**config.mk**
```make
export PLATFORM = sky130hd
export DESIGN_NAME = muldiv_unit
export DESIGN_NICKNAME = d
export VERILOG_FILES = /design/src/rtl/muldiv_pkg.sv /design/src/rtl/muldiv_step.sv /design/src/rtl/muldiv_unit.sv
export SDC_FILE = /design/constraint.sdc
export NUM_CORES = 1
export LEC_CHECK = 0
export CORE_UTILIZATION = 45
export DETAILED_ROUTE_END_ITERATION = 8
export PLACE_DENSITY = 0.66
export SYNTH_ARGS = -nofsm -noshare
export SYNTH_HDL_FRONTEND = slang
export SYNTH_SLANG_ARGS = --single-unit
```
**constraint.sdc**
```tcl
create_clock -name clk -period 5.3 [get_ports clk]
set_input_delay 1.06 -clock clk [delete_from_list [all_inputs] [get_ports clk]]
set_output_delay 1.06 -clock clk [all_outputs]
set_load 0.005 [all_outputs]
```
**src/rtl/muldiv_pkg.sv**
```systemverilog
// Shared definitions for the iterative multiply/divide unit: decoder op codes,
// control FSM encoding and iteration-counter sizing.
package muldiv_pkg;

    localparam logic [3:0] ALU_MUL   = 4'b0100;
    localparam logic [3:0] ALU_UMULL = 4'b0110;
    localparam logic [3:0] ALU_SMULL = 4'b1000;
    localparam logic [3:0] ALU_DIV   = 4'b0111;

    typedef enum logic [1:0] {
        IDLE = 2'd0,
        CALC = 2'd1,
        FIX  = 2'd2,
        DONE = 2'd3
    } state_t;

    localparam int DEF_WIDTH = 32;

    function automatic int cnt_width(input int w);
        return $clog2(w) + 1;
    endfunction

    localparam int CNT_W = cnt_width(DEF_WIDTH);

    function automatic logic op_supported(input logic [3:0] code);
        return code inside {ALU_MUL, ALU_UMULL, ALU_SMULL, ALU_DIV};
    endfunction

endpackage

```
**src/rtl/muldiv_step.sv**
```systemverilog
// One radix-2 iteration: shift-add for multiply, restoring trial subtract for divide.
// Purely combinational; the caller owns the accumulator/low-word registers.
module muldiv_step #(
    parameter int WIDTH = 32
) (
    input  logic             is_div,
    input  logic [WIDTH:0]   acc_in,
    input  logic [WIDTH-1:0] lo_in,
    input  logic [WIDTH-1:0] operand,
    output logic [WIDTH:0]   acc_out,
    output logic [WIDTH-1:0] lo_out
);

    logic [WIDTH:0] sum;
    logic [WIDTH:0] shifted;
    logic [WIDTH:0] diff;
    logic           ge;

    always_comb begin
        sum     = acc_in + (lo_in[0] ? {1'b0, operand} : '0);
        shifted = {acc_in[WIDTH-1:0], lo_in[WIDTH-1]};
        ge      = (shifted >= {1'b0, operand});
        diff    = shifted - {1'b0, operand};
        if (is_div) begin
            acc_out = ge ? diff : shifted;
            lo_out  = {lo_in[WIDTH-2:0], ge};
        end else begin
            // The carry out of the add lands in the top product bit after the shift.
            acc_out = {1'b0, sum[WIDTH:1]};
            lo_out  = {sum[0], lo_in[WIDTH-1:1]};
        end
    end

endmodule

```
**src/rtl/muldiv_unit.sv**
```systemverilog
// Iterative MUL/UMULL/SMULL/DIV execute unit with a start/busy/done handshake.
// Control FSM, operand/result registers and the signed-product fix-up live here.
module muldiv_unit
    import muldiv_pkg::*;
#(
    parameter int WIDTH = 32
) (
    input  logic             clk,
    input  logic             reset,
    input  logic             start,
    input  logic [3:0]       op,
    input  logic [WIDTH-1:0] SrcA,
    input  logic [WIDTH-1:0] SrcB,
    output logic             busy,
    output logic             done,
    output logic [WIDTH-1:0] ResultLo,
    output logic [WIDTH-1:0] ResultHi,
    output logic [1:0]       Flags,
    output logic             DivZero
);

    localparam int CW = cnt_width(WIDTH);

    function automatic logic [WIDTH-1:0] abs_val(input logic [WIDTH-1:0] x);
        return x[WIDTH-1] ? -x : x;
    endfunction

    state_t             state_q, state_d;
    logic [3:0]         op_q, op_d;
    logic               neg_q, neg_d;
    logic [WIDTH-1:0]   opnd_q, opnd_d;
    logic [WIDTH-1:0]   lo_q, lo_d;
    logic [WIDTH:0]     acc_q, acc_d;
    logic [CW-1:0]      cnt_q, cnt_d;
    logic [WIDTH-1:0]   res_lo_q, res_lo_d;
    logic [WIDTH-1:0]   res_hi_q, res_hi_d;
    logic [1:0]         flags_q, flags_d;
    logic               dz_q, dz_d;

    logic               op_ok;
    logic               div_by_zero;
    logic               is_div;
    logic [WIDTH:0]     acc_step;
    logic [WIDTH-1:0]   lo_step;
    logic [2*WIDTH-1:0] prod;
    logic [WIDTH-1:0]   fix_lo;
    logic [WIDTH-1:0]   fix_hi;
    logic [1:0]         fix_flags;

    assign op_ok       = op_supported(op);
    assign div_by_zero = (op == ALU_DIV) && (SrcB == '0);
    assign is_div      = (op_q == ALU_DIV);

    muldiv_step #(
        .WIDTH(WIDTH)
    ) u_step (
        .is_div (is_div),
        .acc_in (acc_q),
        .lo_in  (lo_q),
        .operand(opnd_q),
        .acc_out(acc_step),
        .lo_out (lo_step)
    );

    // NOTE: sequential state uses non-blocking assignments so every flop samples pre-edge values.
    always_ff @(posedge clk or negedge reset) begin
        if (!reset) begin
            state_q <= IDLE;
        end else begin
            state_q <= state_d;
        end
    end

    always_comb begin
        state_d = state_q;
        case (state_q)
            IDLE:    if (start) state_d = (div_by_zero || !op_ok) ? DONE : CALC;
            CALC:    if (cnt_q == CW'(WIDTH - 1)) state_d = FIX;
            FIX:     state_d = DONE;
            DONE:    state_d = IDLE;
            default: state_d = IDLE;
        endcase
    end

    always_comb begin
        busy    = (state_q == CALC) || (state_q == FIX);
        done    = (state_q == DONE);
        DivZero = (state_q == DONE) && dz_q;
    end

    assign ResultLo = res_lo_q;
    assign ResultHi = res_hi_q;
    assign Flags    = flags_q;

    // Final result formatting: sign fix for SMULL, Hi/flag selection per op.
    always_comb begin
        prod = {acc_q[WIDTH-1:0], lo_q};
        if ((op_q == ALU_SMULL) && neg_q) prod = -prod;
        fix_lo    = prod[WIDTH-1:0];
        fix_hi    = prod[2*WIDTH-1:WIDTH];
        fix_flags = {fix_hi[WIDTH-1], prod == '0};
        case (op_q)
            ALU_MUL: begin
                fix_hi    = '0;
                fix_flags = {fix_lo[WIDTH-1], fix_lo == '0};
            end
            ALU_DIV: begin
                fix_lo    = lo_q;
                fix_hi    = acc_q[WIDTH-1:0];
                fix_flags = {lo_q[WIDTH-1], lo_q == '0};
            end
            default: ;
        endcase
    end

    // NOTE: every always_comb output is defaulted first so no path can infer a latch.
    always_comb begin
        op_d     = op_q;
        neg_d    = neg_q;
        opnd_d   = opnd_q;
        lo_d     = lo_q;
        acc_d    = acc_q;
        cnt_d    = cnt_q;
        res_lo_d = res_lo_q;
        res_hi_d = res_hi_q;
        flags_d  = flags_q;
        dz_d     = dz_q;
        case (state_q)
            IDLE: begin
                if (start) begin
                    op_d = op;
                    dz_d = 1'b0;
                    if (div_by_zero) begin
                        res_lo_d = '0;
                        res_hi_d = SrcA;
                        flags_d  = 2'b01;
                        dz_d     = 1'b1;
                    end else if (!op_ok) begin
                        res_lo_d = '0;
                        res_hi_d = '0;
                        flags_d  = 2'b01;
                    end else begin
                        acc_d = '0;
                        cnt_d = '0;
                        if (op == ALU_SMULL) begin
                            lo_d   = abs_val(SrcA);
                            opnd_d = abs_val(SrcB);
                            neg_d  = SrcA[WIDTH-1] ^ SrcB[WIDTH-1];
                        end else begin
                            lo_d   = SrcA;
                            opnd_d = SrcB;
                            neg_d  = 1'b0;
                        end
                    end
                end
            end
            CALC: begin
                acc_d = acc_step;
                lo_d  = lo_step;
                cnt_d = cnt_q + CW'(1);
            end
            FIX: begin
                res_lo_d = fix_lo;
                res_hi_d = fix_hi;
                flags_d  = fix_flags;
            end
            default: ;
        endcase
    end

    always_ff @(posedge clk or negedge reset) begin
        if (!reset) begin
            op_q     <= '0;
            neg_q    <= 1'b0;
            opnd_q   <= '0;
            lo_q     <= '0;
            acc_q    <= '0;
            cnt_q    <= '0;
            res_lo_q <= '0;
            res_hi_q <= '0;
            flags_q  <= '0;
            dz_q     <= 1'b0;
        end else begin
            op_q     <= op_d;
            neg_q    <= neg_d;
            opnd_q   <= opnd_d;
            lo_q     <= lo_d;
            acc_q    <= acc_d;
            cnt_q    <= cnt_d;
            res_lo_q <= res_lo_d;
            res_hi_q <= res_hi_d;
            flags_q  <= flags_d;
            dz_q     <= dz_d;
        end
    end

endmodule

```
* Word level (Yosys, flattened, before mapping)
Cells that the tools add are included.
** Word-level totals
- Bits in registers :: 177
- Output and inout port bits :: 69
- Word-level logic and storage cells :: 96
** Cells by class
- Add/subtract/negate cells :: 6
- Magnitude comparators :: 1
- Equality and inequality tests :: 16
- Muxes and demuxes :: 41
- Bitwise logic cells :: 2
- Reduce and logical (&&, ||, !) cells :: 19
** Operators by type and width (count)
- 32-bit two-way mux :: 15
- 32-bit case mux with 2 select lines :: 4
- 33-bit two-way mux :: 5
- 32-bit zero test :: 3
- 33-bit case mux with 2 select lines :: 1
- 64-bit zero test :: 1
- 64-bit two-way mux :: 1
- 32-bit negation :: 2
- 64-bit negation :: 1
- 33-bit adder :: 1
- 33-bit by 32-bit >= comparator with 1-bit output :: 1
- 33-bit by 32-bit subtractor with 33-bit output :: 1
- 4-bit by 3-bit == test with 1-bit output, second input constant :: 5
- 6-bit two-way mux :: 3
- 2-bit two-way mux :: 6
- 6-bit case mux with 2 select lines :: 1
- 4-bit == test, second input constant :: 2
- 2-bit != test, second input constant :: 4
- 2-bit case mux with 2 select lines :: 2
- 2-bit case mux with 4 select lines :: 1
- 4-bit AND reduction :: 2
- 6-bit by 1-bit adder with 6-bit output, second input constant :: 1
- 6-bit by 5-bit == test with 1-bit output, second input constant :: 1
- 2-bit == test, second input constant :: 2
- 13 further kinds :: 19

* Logic depth before layout (Yosys ltp)
Gate-level depths: netlist of run 1.
- Depth in word-level cells :: 7
- Mapped depth :: 15
- Mapped depth without buffers :: 14

* By module
Synthesis of run 1 repeated with hierarchy kept, for this count alone.
** Unflattened totals
- Cells, all modules :: 2082
- Area total of the unflattened synthesis :: 15879.0 µm²
** By module, submodules not included
- muldiv_unit :: times used 1, cells an instance 1419, area each 11305.8 µm²
- muldiv_step :: times used 1, cells an instance 663, area each 4573.1 µm²

* Worst setup path before layout of run 1
No wires, ideal clock.
- Kind :: in2reg
- Start point :: in SrcB[0]
- End point :: reg acc_q[15]
- Data arrival time :: 3.613 ns
- Data required time :: 5.204 ns
- Slack :: 1.592 ns
- Stages :: 12
- Cell sequence :: inv_1 > ha_1 > or3b_2 > nor4_1 > and4_1 > o21a_1 > nor2_1 > a21oi_1 > clkbuf_1 > buf_1 > nand2_1 > o31ai_1
** Between the ends
- Word-level cells in the longest chain between the ends :: 4
** RTL lines
- from (decl) :: line muldiv_unit.sv:13 : input logic [WIDTH-1:0] SrcB,
- 32-bit zero test :: line muldiv_unit.sv:51 : assign div_by_zero = (op == ALU_DIV) && (SrcB == '0);
- 1-bit logical AND :: line muldiv_unit.sv:51
- 2-bit != test (no source line)
- 4-bit AND reduction (no source line)
- to (signal assigned) :: line muldiv_unit.sv:177 : acc_q <= '0;
- to (signal assigned) :: line muldiv_unit.sv:188 : acc_q <= acc_d;
- to (decl) :: line muldiv_unit.sv:33 : logic [WIDTH:0] acc_q, acc_d;
No other way between the ends.
A chain may end at the register's enable or synchronous reset.

* Final worst setup path of run 1
- Start point :: reg acc_q[13]
- End point :: reg acc_q[10]
** Between the ends
- Word-level cells in the longest chain between the ends :: 4
** RTL lines
- 33-bit by 32-bit >= comparator with 1-bit output :: line muldiv_step.sv:22 : ge = (shifted >= {1'b0, operand});
- 33-bit two-way mux :: line muldiv_step.sv:25 : acc_out = ge ? diff : shifted;
- 33-bit two-way mux :: line muldiv_step.sv:24 : if (is_div) begin
- 33-bit case mux with 2 select lines :: line muldiv_unit.sv:128 : case (state_q)
No other way between the ends.

==> metrics.md, run 1 <==
| Metric | Value |
|---|---|
| Total via count after detailed routing | `15600` |
| Clock transition time at the flip-flop clock pins of the worst setup and hold paths | `0.07 ns` |
| Area contributors post-synth | `dfrtp_1 29%, nand2_1 6.2%, ha_1 6.0%` |
| Gate count of the mapped netlist | `2017` |
| Data arrival time of the critical path | `4.81 ns` |
| Synthesis-to-finish area growth | `16.1%` |
| Fill count | `3226` |
| MaxCap Viol Count | `0` |
| Worst Path Max Fanout | `26` |
| Post-synthesis sequential area ratio | `0.290` |
| Run status | `finished clean` |
| Diodes inserted | `0` |
| CTS H-tree lvls | `4` |
| Maximum VDD drop | `0.000306 V` |
| Sort of element at the start of the critical path | `flop` |
| Number of buffers inserted during clock tree synthesis | `17` |
| Area inside the core boundary | `33400 um2` |
| Clk sink count | `177` |
| Quantity of I/O buffers inserted on ports | `139` |
| Number of global-route vias before repair | `14700` |
| Overall global routing resource usage | `0.302` |
| Number of DRC markers in iteration 0 | `1606` |
| Biggest area consumer among synthesized cells | `dfrtp_1` |
| ANT nets after route | `0` |
| Placer congestion estimate | `0.965` |
| Clock insertion delay at the later pin of the skew report | `0.46 ns` |
| Synth Cell Area | `15300 um2` |
| DR WL/cell | `20.7 um` |
| Post-CTS Setup Repair Bufs | `0` |
| FP Rows | `67` |
| Root cell of the clock tree | `clkbuf_16` |
| Initial core utilization | `0.457` |
| Fraction of final layout cells with drive strength greater than 1 | `0.0536` |
| Synthesis warning total | `0` |
| Required time of the critical path | `5.61 ns` |
| Worst clock skew on the final layout | `0.0164 ns` |
| Areal power density over the cells | `621 nW/um2` |
| Minimum clock period | `4.50 ns` |
| Tightest slew margin relative to the limit | `0.220` |
| Dominant register cell in the synthesized netlist | `dfrtp_1` |
| Initial antenna violation count | `0` |
| DRC errors left | `0` |
| Worst-margin pin slew | `1.17 ns` |
| Count of state elements after synthesis | `177` |
| Worst hold path class | `reg -> reg` |
| Worst Hold Slack | `0.465 ns` |
| Largest net degree at the start of global routing | `72` |
| Storage cell area | `4430 um2` |
| Fraction of synthesized cell area taken by the top area cell type | `0.290` |
| Proportion of synthesized flip-flops having asynchronous set or reset | `1.00` |
| Setup TNS | `0 ns` |
| Total area of multi-input combinational cells | `10100 um2` |
| Total Nets Final | `2223` |
| Routed wire length | `52700 um` |
| Post-CTS resize count | `0` |
| Fmax achieved | `222 MHz` |
| HPWL after detailed placement | `40400 um` |
| Mean instance size in the synthesized netlist | `7.58 um2` |
| Die outline area | `34700 um2` |
| First-pass GRT wire length | `82900 um` |
| Synth cell types | `76` |
| Crit path capture type | `flop` |
| Post-Syn Nets | `2163` |
| Hold-fix buffer count after cts | `0` |
| WS Path Type | `reg -> reg` |
| Vias per Instance | `6.14` |
| Chip Width | `186 um` |
| Final-report max-slew violation count | `0` |
| Number of placed I/O pins | `140` |
| Count of final hold-check violations | `0` |
| TritonCTS clock tree | `built` |
| Part of the cycle the worst path needs | `0.849` |
| Vertical extent of the die | `186 um` |
| Number of synthesized flops with an enable pin | `0` |
| Leftover overflow at the end of global routing | `0` |
| CTS Buffer Depth | `2` |
| Setup repair after global routing missed its margin | `false` |
| First-pass detailed-route iteration total | `7` |
| Total of endpoints with negative setup slack in the final report | `0` |
| Pleak | `7.60 nW` |
layer usage:
metal / vias up / wire, um / global-route usage
li1: 7379 / - / -
met1: 7421 / 21200 / 0.370
met2: 655 / 26300 / 0.533
met3: 117 / 2980 / 0.0318
met4: 0 / 2140 / 0.139
met5: - / 0 / 0
cell usage after synthesis (all sizes together), types with 6 or more instances:
library cell and number:
a21oi 154, o21bai 9, and2 11, nor3 54, nand4 12, mux2i 25, dfrtp 177, clkbuf 125
a211oi 16, inv 64, o211ai 15, nand3b 7, ha 73, mux2 6, nor4 36, o21a 9
a32o 6, nor2 239, buf 13, and4 6, o21ai 155, a22oi 6, xnor2 81, nand2b 20
o221ai 13, or2 11, nand2 252, a22o 8, nor2b 6, or3 17, a21o 38, and3 13
xor2 77, nand3 72, or4 16, o41ai 13, a31oi 22, o31ai 43, a221oi 32
report_power, final:
part	total [W]	switching [W]	internal (W)	leakage, nW
registers	0.00283	0.000877	0.00195	2.26
clock network	0.00146	0.000640	0.000823	0.324
logic	0.00673	0.00399	0.00274	5.01
total	0.0110	0.00551	0.00551	7.60
critical path: stages, from the launching register on:
cell,delay (ns)
dfrtp_1,0.64
ha_1,0.38
a21oi_1,0.18
o21ai_0,0.31
a221o_1,0.43
a21oi_1,0.38
o41a_1,0.21
a21oi_1,0.15
a21boi_4,0.72
buf_4,0.36
buf_4,0.17
nor4_1,0.05
a21oi_1,0.20
o221ai_1,0.15
logic make-up after synthesis:
kind of cell | synth area share
AND/OR/NAND/NOR | 0.239
AO/OA/AOI/OAI | 0.246
buffers and inverters | 0.0508
flip-flops | 0.290
XOR/XNOR | 0.0910
adder cells (fa/ha/maj) | 0.0624
multiplexers | 0.0208
metrics by stage:
stage                     power [W]  instances   util  instance area [um2]  setup slack [ns]
after global placement      0.00934       2506  0.511                17100             0.858
after detailed placement    0.00945       2506  0.511                17100             0.704
after floorplan             0.00715       2017      -                15300              1.59
after global routing         0.0118       2538  0.531                17700             0.606
after CTS                    0.0109       2538  0.531                17700             0.907
final                        0.0110       2538  0.531                17700             0.801
worst paths after layout:
check	cells after the start	from	slack (ns)	endpoint
min in group asynchronous	1	reset	0.59	ResultLo[8]$_DFFE_PN0P_
worst min-delay path	2	ResultLo[9]$_DFFE_PN0P_	0.46	ResultLo[9]$_DFFE_PN0P_
worst max-delay path	13	acc_q[13]$_DFFE_PN0P_	0.80	acc_q[10]$_DFFE_PN0P_
worst min register to register	2	ResultLo[9]$_DFFE_PN0P_	0.46	ResultLo[9]$_DFFE_PN0P_
max in group asynchronous	2	reset	3.66	lo_q[17]$_DFFE_PN0P_
worst max register to register	13	acc_q[13]$_DFFE_PN0P_	0.80	acc_q[10]$_DFFE_PN0P_
placed cells by master, fill, tap and decap left out, types with 14 or more instances in the layout:
cell / n
a211oi_1: 16
a21o_1: 38
a21oi_1: 153
a221oi_1: 32
a31oi_1: 22
buf_4: 38
clkbuf_16: 17
clkdlybuf4s50_1: 138
dfrtp_1: 177
ha_1: 72
inv_1: 64
mux2i_1: 25
nand2_1: 252
nand2b_1: 20
nand3_1: 71
nor2_1: 237
nor3_1: 54
nor4_1: 34
o211ai_1: 15
o21ai_0: 154
o31ai_1: 43
or3_1: 16
or4_1: 14
xnor2_1: 81
xor2_1: 76
final cells by class:
class,instances,share of cell area
multi-input cells,1636,0.571
clock inverters,14,0.0123
flip-flops and latches,177,0.250
inverters,66,0.0140
clock buffers,18,0.0247
well taps,448,0.0316
repair buffers,179,0.0968
registers in the layout, indices dropped and copies added, names as in the netlist:
register / count
op_q: 4
neg_q: 1
ResultHi: 32
opnd_q: 32
Flags: 2
cnt_q: 6
state_q: 2
acc_q: 33
dz_q: 1
lo_q: 32
ResultLo: 32
(Power assumes the default switching activity.)
==> run 2, diff against run 1 <==
Settings changed: PLACE_DENSITY 0.66 to 0.68.
Clock period 5.3 ns to 4.1 ns, I/O delays scaled along.
==> run 2 against run 1 <==
Net effect:
- count of clock-buffer cells in the layout fell by 1
- setup slack got worse by 0.66 ns
- first-iteration DRC count shrank 21%
- power grew 34%
- critical path depth is 1 higher
- clock power grew 21%
- cell count is 3.8% higher
- final area up 4.4%
==> metrics.md, run 2 (synthesized netlist as in run 1, its figures left out) <==
| Metric | Value |
|---|---|
| Clock insertion delay at the later pin of the skew report | `0.46 ns` |
| Setup repair after global routing missed its margin | `false` |
| Minimum clock period | `3.96 ns` |
| Number of global-route vias before repair | `15500` |
| Tightest slew margin relative to the limit | `0.303` |
| HPWL after detailed placement | `42500 um` |
| WS Path Type | `reg -> reg` |
| Required time of the critical path | `4.48 ns` |
| Register ranked first by flip-flop count | `acc_q` |
| Initial core utilization | `0.457` |
| Worst clock skew on the final layout | `0.0153 ns` |
| Chip Width | `186 um` |
| Number of placed I/O pins | `140` |
| Vias per Instance | `6.08` |
| Most common library cell in the layout ignoring fill and taps | `nand2_1` |
| Worst hold path class | `in -> async` |
| Quantity of I/O buffers inserted on ports | `139` |
| Maximum VDD drop | `0.000401 V` |
| Total Nets Final | `2320` |
| CTS Buffer Depth | `2` |
| Top cell family by delay on the critical path | `simple AND/OR/NAND/NOR gates` |
| Stage delay of the slowest cell on the critical path | `0.45 ns` |
| Clock transition time at the flip-flop clock pins of the worst setup and hold paths | `0.08 ns` |
| Worst setup slack before clock tree synthesis | `0.00547 ns` |
| Run status | `finished clean` |
| Vertical extent of the die | `186 um` |
| Pleak | `8.07 nW` |
| Sort of element at the start of the critical path | `flop` |
| Synthesis-to-finish area growth | `21.2%` |
| Overall global routing resource usage | `0.315` |
| Max FFs per register | `33` |
| Number of buffers inserted during clock tree synthesis | `17` |
| Initial antenna violation count | `0` |
| Worst Path Max Fanout | `8` |
| Number of DRC markers in iteration 0 | `1276` |
| Leading cell types in the layout, fill and taps excluded | `252 x nand2_1, 237 x nor2_1, 177 x dfrtp_1, 154 x o21ai_0, 153 x a21oi_1` |
| Crit path capture type | `flop` |
| Routed wire length | `54800 um` |
| Count of cells along the worst register-to-register path | `14` |
| WP buf/inv | `3` |
| Final worst slack | `0.136 ns` |
| DR WL/cell | `20.8 um` |
| FP Rows | `67` |
| Count of final hold-check violations | `0` |
| Part of the cycle the worst path needs | `0.967` |
| First-pass detailed-route iteration total | `6` |
| Area inside the core boundary | `33400 um2` |
| Clk sink count | `177` |
| Cell Chain, Critical Path | `clkinvlp_4, ha_2, nor4b_1, nand2_1, buf_4, o31ai_1, xor2_1, nand3_1, nor3_1, nand4_1, nor4_1, buf_4, o32ai_1, nor3_1` |
| Root cell of the clock tree | `clkbuf_16` |
| Post-CTS Setup Repair Bufs | `0` |
| Diodes inserted | `0` |
| TritonCTS clock tree | `built` |
| Total via count after detailed routing | `16000` |
| MaxCap Viol Count | `0` |
| Fmax achieved | `252 MHz` |
| Final-report max-slew violation count | `0` |
| Largest net degree at the start of global routing | `74` |
| Placer congestion estimate | `1.03` |
| DRC errors left | `0` |
| CTS H-tree lvls | `4` |
| Hold-fix buffer count after cts | `0` |
| ANT nets after route | `0` |
| Fraction of final layout cells with drive strength greater than 1 | `0.0983` |
| Total power | `0.0148 W` |
| Data arrival time of the critical path | `4.34 ns` |
| Areal power density over the cells | `800 nW/um2` |
| Number of logic stages on the critical path including buffering | `14` |
| Setup TNS | `0 ns` |
| First-pass GRT wire length | `86600 um` |
| Die outline area | `34700 um2` |
| Final standard cell utilization of the core | `0.554` |
| Total of endpoints with negative setup slack in the final report | `0` |
| Leftover overflow at the end of global routing | `0` |
| Cell at the slowest stage of the critical path | `nor4b_1` |
| Worst-margin pin slew | `1.05 ns` |
run 2: cell count changes in the layout (fill, tap and decap cells not counted), sizes merged:
cell      before  now
buf           41  138
bufinv         4    2
clkinv         5    4
clkbuf        18   17
clkinvlp       0    4
run 2: through the flow:
| stage | cell area [um2] | instances | hold WS, ns |
|---|---|---|---|
| after detailed placement | 17900 | 2603 | 0.456 |
| final | 18500 | 2635 | 0.387 |
| after global placement | 17900 | 2603 | 0.450 |
| after CTS | 18500 | 2635 | 0.401 |
| after global routing | 18500 | 2635 | 0.428 |
| after floorplan | 15300 | 2017 | 0.442 |
run 2: area by class of cell:
cell class	count	area, um2
fill	3163	14900
multi-input combinational	1636	10200
sequential	177	4430
timing repair buffer	276	2510
tap	448	561
clock buffer	17	425
inverter	66	251
clock inverter	15	195
run 2: final timing paths:
check | startpoint | end | slack, ns
setup / recovery | lo_q[0]$_DFFE_PN0P_ | Flags[0]$_DFFE_PN0P_ | 0.14
hold / removal | reset | ResultLo[26]$_DFFE_PN0P_ | 0.39
setup reg to reg | lo_q[0]$_DFFE_PN0P_ | Flags[0]$_DFFE_PN0P_ | 0.14
hold reg to reg | ResultLo[31]$_DFFE_PN0P_ | ResultLo[31]$_DFFE_PN0P_ | 0.47
max in group asynchronous | reset | ResultHi[29]$_DFFE_PN0P_ | 2.86
min in group clk | ResultLo[31]$_DFFE_PN0P_ | ResultLo[31]$_DFFE_PN0P_ | 0.47
run 2: power breakdown:
part	switching (W)	total (W)	internal, W	leakage, nW
Sequential	0.000700	0.00323	0.00253	2.26
Combinational	0.00579	0.00981	0.00403	5.51
Clock	0.000844	0.00177	0.000931	0.294
run 2: layer usage:
metal | vias to the layer above | GRT usage | wire, um | part of all wire
li1 | 7582 | - | - | -
met2 | 674 | 0.537 | 26300 | 0.48
met5 | - | 0 | 0 | 0
met4 | 0 | 0.167 | 2970 | 0.054
met3 | 149 | 0.0478 | 3420 | 0.062
met1 | 7605 | 0.384 | 22100 | 0.40
run 2: timing repair:
item | in CTS | in global routing
endpoints found under the hold margin | 0 | 0
setup endpoints to repair | 0 | 4
resized for setup | 0 | 7
==> run 3, diff against run 2 <==
Settings changed: RECOVER_POWER set to 50, SLEW_MARGIN set to 20.
==> run 3 against run 2 <==
Net effect:
- routed wire length up 0.12%
- final area down 0.16%
- sequential share of layout area about the same
- the flow now finishes with violations (max-capacitance violations, max-slew violations)
- die area unchanged
- sequential power about the same
- clock skew about the same
- count of clock-buffer cells in the layout unchanged
- power down 0.40%
- clock power about the same
- first-iteration DRC count down 0.86%
- combinational power down 0.5%
==> metrics.md, run 3 (synthesized netlist as in run 1, its figures left out) <==
| Metric | Value |
|---|---|
| Run status | `finished, violations left` |
| Violated checks | `max-capacitance violations, max-slew violations` |
| Number of placed I/O pins | `140` |
| Quantity of I/O buffers inserted on ports | `139` |
| Diodes inserted | `0` |
| TritonCTS clock tree | `built` |
| Pleak | `8.13 nW` |
| Worst hold path class | `reg -> reg` |
| CTS Buffer Depth | `2` |
| Overall global routing resource usage | `0.315` |
| Total of endpoints with negative setup slack in the final report | `0` |
| Root cell of the clock tree | `clkbuf_16` |
| Critical Path Source | `lo_q[0]$_DFFE_PN0P_` |
| HPWL after detailed placement | `42500 um` |
| Leftover overflow at the end of global routing | `0` |
| Number of buffers inserted during clock tree synthesis | `17` |
| Register ranked first by flip-flop count | `acc_q` |
| Met1 track utilization from global routing | `0.384` |
| Part of the cycle the worst path needs | `0.966` |
| Worst Hold Slack | `0.460 ns` |
| Count of final hold-check violations | `0` |
| Global Route met3 Usage | `0.0478` |
| Vertical extent of the die | `186 um` |
| Worst Path Max Fanout | `8` |
| DRC errors left | `0` |
| Flop-to-flop setup slack | `0.14 ns` |
| Area inside the core boundary | `33400 um2` |
| Vias per Instance | `6.08` |
| Leading cell types in the layout, fill and taps excluded | `252 x nand2_1, 237 x nor2_1, 177 x dfrtp_1, 154 x o21ai_0, 153 x a21oi_1` |
| Clock insertion delay at the later pin of the skew report | `0.47 ns` |
| Required time of the critical path | `4.48 ns` |
| Maximum VDD drop | `0.000402 V` |
| Beginning of the worst hold path | `ResultLo[31]$_DFFE_PN0P_` |
| Synthesis-to-finish area growth | `21.0%` |
| First-pass detailed-route iteration total | `6` |
| FP Rows | `67` |
| Most common library cell in the layout ignoring fill and taps | `nand2_1` |
| MaxCap Viol Count | `2` |
| Total via count after detailed routing | `16000` |
| Placer congestion estimate | `1.03` |
| Fraction of final layout cells with drive strength greater than 1 | `0.0974` |
| First-pass GRT wire length | `86600 um` |
| Worst-margin pin slew | `1.91 ns` |
| Routed wire length | `54800 um` |
| Post-CTS Setup Repair Bufs | `0` |
| Initial antenna violation count | `0` |
| DR WL/cell | `20.8 um` |
| Number of global-route vias before repair | `15500` |
| Minimum clock period | `3.96 ns` |
| Clock transition time at the flip-flop clock pins of the worst setup and hold paths | `0.08 ns` |
| Tightest slew margin relative to the limit | `-0.274` |
| ANT nets after route | `0` |
| Crit path capture type | `flop` |
| Total Nets Final | `2320` |
| Areal power density over the cells | `798 nW/um2` |
| R2r startpoint | `lo_q[0]$_DFFE_PN0P_` |
| Data arrival time of the critical path | `4.34 ns` |
| Largest net degree at the start of global routing | `74` |
| Clk sink count | `177` |
| Fmax achieved | `252 MHz` |
| Most crowded layer after global routing | `met2` |
| Max FFs per register | `33` |
| Worst clock skew on the final layout | `0.0158 ns` |
| Die outline area | `34700 um2` |
| Setup TNS | `0 ns` |
| GR Util met2 | `0.537` |
| Setup repair after global routing missed its margin | `false` |
| Initial core utilization | `0.457` |
| Sort of element at the start of the critical path | `flop` |
| Chip Width | `186 um` |
| WS Path Type | `reg -> reg` |
| CTS H-tree lvls | `4` |
| Hold-fix buffer count after cts | `0` |
| Final-report max-slew violation count | `136` |
| Number of DRC markers in iteration 0 | `1265` |
run 3: cell count changes in the layout (fill, tap and decap cells not counted), sizes merged:
cell	previous run	this run
buf	138	134
clkbuf	17	21
clkdlybuf4s50	138	107
dlygate4sd3	0	31
run 3: critical path: stages, from the launching register on:
cell and delay [ns]:
dfrtp_1 0.41, clkinvlp_4 0.18, ha_2 0.28, nor4b_1 0.46
nand2_1 0.11, buf_4 0.17, o31ai_1 0.25, xor2_1 0.37
nand3_1 0.27, nor3_1 0.43, nand4_1 0.19, nor4_1 0.26
buf_4 0.20, o32ai_1 0.07, nor3_1 0.20
run 3: path summary, 6_finish.rpt:
kind	cells after the start	endpoint
max in group asynchronous	2	opnd_q[31]$_DFFE_PN0P_
worst max register to register	14	Flags[0]$_DFFE_PN0P_
min in group asynchronous	1	ResultLo[8]$_DFFE_PN0P_
worst max-delay path	14	Flags[0]$_DFFE_PN0P_
worst min register to register	2	ResultLo[31]$_DFFE_PN0P_
worst min-delay path	2	ResultLo[31]$_DFFE_PN0P_
run 3: per-layer routing:
metal  wire length, um  up-vias
met3              3390      154
met1             22200     7566
met2             26400      711
met4              2930        0
met5                 0        -
li1                  -     7587
run 3: stage by stage:
stage / instances / setup WS, ns / power [W] / utilization / instance area [um2]
after floorplan: 2017 / 0.404 / 0.00924 / - / 15300
after global placement: 2603 / 0.0644 / 0.0127 / 0.535 / 17900
after detailed placement: 2603 / 0.00547 / 0.0129 / 0.535 / 17900
after CTS: 2635 / 0.155 / 0.0147 / 0.553 / 18500
after global routing: 2635 / 0.0285 / 0.0158 / 0.553 / 18500
final: 2635 / 0.138 / 0.0148 / 0.553 / 18500
run 3: report_power, final:
group	switching (W)	internal [W]
combinational	0.00578	0.00397
sequential	0.000694	0.00253
clock	0.000846	0.000931
run 3: area by class of cell:
type	instances	area, um2
clock buffer	17	425
multi-input combinational	1636	10200
tap	448	561
timing repair buffer	276	2480
sequential	177	4430
fill	3169	14900
inverter	66	251
clock inverter	15	195
run 3: timing repair:
action / CTS / global route
endpoints found under the setup margin: 0 / 4
gates resized for setup: 0 / 7
endpoints found under the hold margin: 0 / 0
